==> config.mk <==
export PLATFORM = sky130hd
export DESIGN_NAME = shift_reg_collect
export DESIGN_NICKNAME = d
export VERILOG_FILES = /design/src/rtl/shift_pkg.sv /design/src/rtl/shift_reg_collect.sv
export SDC_FILE = /design/constraint.sdc
export NUM_CORES = 1
export LEC_CHECK = 0
export CORE_ASPECT_RATIO = 1.75
export CORE_MARGIN = 2
export CORE_UTILIZATION = 44
export DETAILED_ROUTE_END_ITERATION = 10
export GPL_TIMING_DRIVEN = 0
export PLACE_DENSITY = 0.84
export SYNTH_ARGS = -nofsm -noshare
export SYNTH_HDL_FRONTEND = slang
export SYNTH_SLANG_ARGS = --single-unit
==> constraint.sdc <==
create_clock -name clk -period 1.4 [get_ports clk]
set_input_delay 0.28 -clock clk [delete_from_list [all_inputs] [get_ports clk]]
set_output_delay 0.28 -clock clk [all_outputs]
set_load 0.01 [all_outputs]
==> src/rtl/shift_pkg.sv <==
// State encoding shared by the serial/shift blocks.
// Code 2'd3 is unused and recovers to FILL with the register cleared.
package shift_pkg;

   localparam logic [1:0] SHIFT_FILL_ENC  = 2'd0;
   localparam logic [1:0] SHIFT_FLUSH_ENC = 2'd1;
   localparam logic [1:0] SHIFT_FULL_ENC  = 2'd2;

   typedef enum logic [1:0] {
      ST_FILL  = SHIFT_FILL_ENC,
      ST_FLUSH = SHIFT_FLUSH_ENC,
      ST_FULL  = SHIFT_FULL_ENC
   } shift_state_e;

endpackage

==> src/rtl/shift_reg_collect.sv <==
// Serial-to-parallel collector: LSB-first bits in, WIDTH-bit words out, with
// a flush that zero-pads a partial word so the received bits end up right-aligned.
//
// state | meaning
// FILL  | accepting serial bits, bit_ready=1
// FLUSH | shifting zeros in at the MSB until bit_count reaches WIDTH
// FULL  | word_out holds a complete word, waiting for word_ready
module shift_reg_collect
   import shift_pkg::*;
#(
   parameter int WIDTH = 32,
   parameter int CNT_W = $clog2(WIDTH + 1)
) (
   input  logic             clk,
   input  logic             reset_n,
   input  logic             bit_in,
   input  logic             bit_valid,
   output logic             bit_ready,
   input  logic             flush,
   output logic [WIDTH-1:0] word_out,
   output logic             word_valid,
   input  logic             word_ready,
   output logic             word_zero,
   output logic [CNT_W-1:0] bit_count
);

   localparam logic [CNT_W-1:0] CNT_LAST = CNT_W'(WIDTH - 1);

   shift_state_e     state_q, state_d;
   logic [WIDTH-1:0] sreg_q, sreg_d;
   logic [CNT_W-1:0] cnt_q, cnt_d;

   always_ff @(posedge clk) begin
      if (!reset_n) begin
         state_q <= ST_FILL;
         sreg_q  <= '0;
         cnt_q   <= '0;
      end else begin
         state_q <= state_d;
         sreg_q  <= sreg_d;
         cnt_q   <= cnt_d;
      end
   end

   always_comb begin
      state_d = state_q;
      sreg_d  = sreg_q;
      cnt_d   = cnt_q;
      case (state_q)
         ST_FILL: begin
            if (bit_valid) begin
               sreg_d = {bit_in, sreg_q[WIDTH-1:1]};
               cnt_d  = cnt_q + 1'b1;
            end
            // A bit that completes the word wins over a same-cycle flush.
            if (bit_valid && (cnt_q == CNT_LAST)) begin
               state_d = ST_FULL;
            end else if (flush && (cnt_d != '0)) begin
               state_d = ST_FLUSH;
            end
         end
         ST_FLUSH: begin
            sreg_d = {1'b0, sreg_q[WIDTH-1:1]};
            cnt_d  = cnt_q + 1'b1;
            if (cnt_q == CNT_LAST) begin
               state_d = ST_FULL;
            end
         end
         ST_FULL: begin
            if (word_ready) begin
               state_d = ST_FILL;
               sreg_d  = '0;
               cnt_d   = '0;
            end
         end
         default: begin
            state_d = ST_FILL;
            sreg_d  = '0;
            cnt_d   = '0;
         end
      endcase
   end

   assign bit_ready  = (state_q == ST_FILL);
   assign word_valid = (state_q == ST_FULL);
   assign word_out   = sreg_q;
   assign word_zero  = (sreg_q == '0);
   assign bit_count  = cnt_q;

endmodule

==> impl_metrics.yaml <==
cts:
  htree_levels: 2
  root_buffer: "clkbuf_8"
  cts_max_path_buffers: 2
  cts_tree: "done"
  insertion_delay_ns: 0.29
  clk_pin_slew_ns: 0.07
  cts_sinks: 40
  cts_made_buffers: 5
timing:
  slew_headroom: 0.740
  final-hold-violation-count: 0
  final.min_clock_period_ns: 1.67
  clock.fmax_ghz: 0.599
  fin_skew_ns: 0.00650
  rsz0062_at_grt: "true"
  final_max_slew_viol_count: 0
  setup_violations: 2
  fin_tns_setup_ns: -0.275
  period_share: 1.19
  fin_ws_ns: -0.270
  worstMarginPinSlew_ns: 0.390
power:
  p_comb_frac: 0.149
  p_int_uw: 1660
  power_per_cell_area_nw_per_um2: 791
  seqPwrFrac: 0.527
  p_leak_uw: 0.00118
  p_sw_uw: 580
  clock_power_share: 0.324
  switching_share: 0.259
  irDropWorstVdd_mv: 0.610
grt:
  grtUsageMet3: 0.0355
  grt_first_pass_wirelength_um: 8160
  grt_busiest_layer: "met2"
  met2_usage: 0.370
  grt_max_degree: 12
  grt-ovfl-total: 0
  grt_pass1_vias: 1796
  track_usage: 0.212
  grtUsageMet1: 0.239
  antenna_found_initial: 0
status:
  violations: "setup timing"
  status: "finished with violations"
detailed_routing:
  drt-initial-drc-count: 57
  finalWirelength_um: 5280
  drtPass1Iterations: 4
  drc: 0
  wl_per_cell_um: 15.7
  num_vias: 1899
  ant_nets: 0
  via_per_inst: 5.65
flow_run:
  cap_violations: 0
finish:
  fillers: 361
  drive_above_1_share: 0.253
  layout.cells.non_filler: 336
  nets: 292
  utilization: 0.649
  area_growth_syn_to_layout_pct: 42.4
  antenna_cells: 0
setup_path:
  path_cells: "nor4_4, nand4_1, nor2_1, buf_2"
  r2r_setup_slack_ns: 0
  crit_slowest_cell: "dfxtp_4"
  cp.arrival_ns: 1.39
  crit_type: "reg2out"
  cp_top_family: "simple AND/OR/NAND/NOR gates"
  worstPathRequired_ns: 1.12
  rr_worst_depth: 6
  max_stage_delay_ns: 0.36
  crit_start: "word_out[31]$_SDFFE_PN0P_"
  worstPathMaxFanout: 2
  r2r-end: "word_out[12]$_SDFFE_PN0P_"
  cp.depth: 4
  rr_startpoint: "state_q[1]$_SDFFE_PN0P_"
  critPathLaunchType: "flop"
  crit_end: "word_zero"
  worst-path-buf-inv: 1
  endpoint_kind: "output pin"
synthesis:
  yosysSeqAreaShare: 0.403
  synth_warnings: 0
  synthCells: 221
  synth-edff-count: 0
  synth_area_um2: 1990
  synth_seq_cells: 40
  synth_cell_types: 38
  ys.flop_type: "dfxtp_1"
  syn-mean-instance-area_um2: 9.00
  async_flop_share: 0
  syn_nets: 228
floorplan:
  rows: 32
  die_w_um: 54.8
  die_h_um: 92.9
  initial_core_util: 0.456
  ios: 47
  core_um2: 4360
  dieArea_um2: 5090
hold_path:
  hp-start: "bit_valid"
  min_path_type: "in2reg"
placed_design:
  place_inst: 317
  pre_cts_ws_ns: -0.449
  hpwl_um: 3400
  place_congestion: 0.844
  io_buffer_count: 45
-- worst min-delay path by stage --
stage,endpoint,slack [ns],depth (start not counted)
6_report,state_q[0]$_SDFFE_PN0P_,0.40,4
5_1_grt,state_q[0]$_SDFFE_PN0P_,0.42,4
4_1_cts,state_q[0]$_SDFFE_PN0P_,0.39,4
3_5_place_dp,word_out[0]$_SDFFE_PN0P_,0.47,2
3_3_place_gp,word_out[0]$_SDFFE_PN0P_,0.47,2
2_1_floorplan,state_q[0]$_SDFFE_PN0P_,0.46,2
-- cells in the final DEF (no fill, tap or decap), types with 2 or more instances in the layout --
cell,Yosys,layout
a21boi_1,31,30
o2111ai_1,2,2
clkdlybuf4s50_1,0,3
clkbuf_2,0,2
clkbuf_1,6,5
nor2_1,8,7
o21ai_0,2,2
and2_1,3,3
xor2_1,3,3
nor4_4,0,4
buf_2,3,2
clkbuf_8,0,5
dfxtp_4,0,7
dlygate4sd2_1,0,38
nand3b_1,31,31
nor4_1,8,3
dfxtp_2,0,14
nor2b_1,5,4
nand3_1,2,2
buf_4,4,8
a21boi_0,2,2
xnor2_1,4,4
nand2_1,36,36
nor2b_4,1,2
nand2b_1,2,2
o32ai_1,2,2
nand4_1,3,3
dfxtp_1,40,19
buf_6,4,15
a21oi_1,3,3
-- kinds of logic (layout without fill, tap and decap cells) --
group | count (synthesis) | count (layout) | share of synthesized area
simple gates | 106 | 106 | 0.305
compound gates | 49 | 49 | 0.197
flops | 40 | 40 | 0.403
buf+inv | 18 | 82 | 0.0585
xor+xnor | 7 | 7 | 0.0308
fa+ha+maj | 1 | 1 | 0.00629
-- tightest hold or removal path: stages --
cell	delay, ns
buf_6	0.11
a21oi_1	0.07
nor2b_1	0.14
a2111oi_2	0.05
-- layer usage --
layer,vias to the layer above,part of all wire
met5,-,0
met4,0,0.026
met3,11,0.037
met2,52,0.57
met1,916,0.37
li1,920,-
-- Yosys cell counts, drive strengths merged, types with 2 or more instances --
cell / n / area share
a21boi: 33 / 0.12
a21oi: 3 / 0.0075
and2: 3 / 0.0094
buf: 11 / 0.045
clkbuf: 6 / 0.011
dfxtp: 40 / 0.40
nand2: 36 / 0.068
nand2b: 2 / 0.0063
nand3: 2 / 0.0050
nand3b: 31 / 0.12
nand4: 3 / 0.0094
nor2: 8 / 0.015
nor2b: 6 / 0.023
nor3: 2 / 0.0050
nor4: 8 / 0.025
o2111ai: 2 / 0.0088
o21ai: 2 / 0.0050
o32ai: 2 / 0.0088
xnor2: 4 / 0.018
xor2: 3 / 0.013
-- power by group through the flow --
stage | registers [uW] | clock network, uW | logic (uW)
2_1_floorplan | 1200 | 0 | 175
3_3_place_gp | 1210 | 0 | 266
3_5_place_dp | 1210 | 0 | 268
4_1_cts | 1180 | 735 | 273
5_1_grt | 1180 | 781 | 356
6_report | 1180 | 725 | 334
-- flip-flops by register name, indices dropped and copies added, names as in the netlist --
| name | cells |
|---|---|
| word_out | 32 |
| bit_count | 6 |
| state_q | 2 |
-- metrics by stage --
| stage | hold slack, ns | cell area, um2 | power, uW |
|---|---|---|---|
| 2_1_floorplan | 0.463 | 1990 | 1380 |
| 3_3_place_gp | 0.466 | 2510 | 1470 |
| 3_5_place_dp | 0.471 | 2510 | 1470 |
| 4_1_cts | 0.386 | 2650 | 2190 |
| 5_1_grt | 0.417 | 2830 | 2320 |
| 6_report | 0.398 | 2830 | 2240 |
-- final cells by class --
type	count	area (um2)	share of cell area
sequential	40	845	0.298
inverter	1	3.75	0.00133
clock buffer	6	72.6	0.0256
clock inverter	1	5.00	0.00177
multi-input combinational	163	1190	0.419
timing repair buffer	57	512	0.181
tap	51	63.8	0.0225
buffer	17	143	0.0504
-- timing repair --
action,CTS,global route
endpoints found under the setup margin,72,38
setup buffers,5,4
gates resized for setup,83,32
cloned,0,3
hold buffers,0,0
pin swaps,10,35
Power figures use the tool's default switching activity.
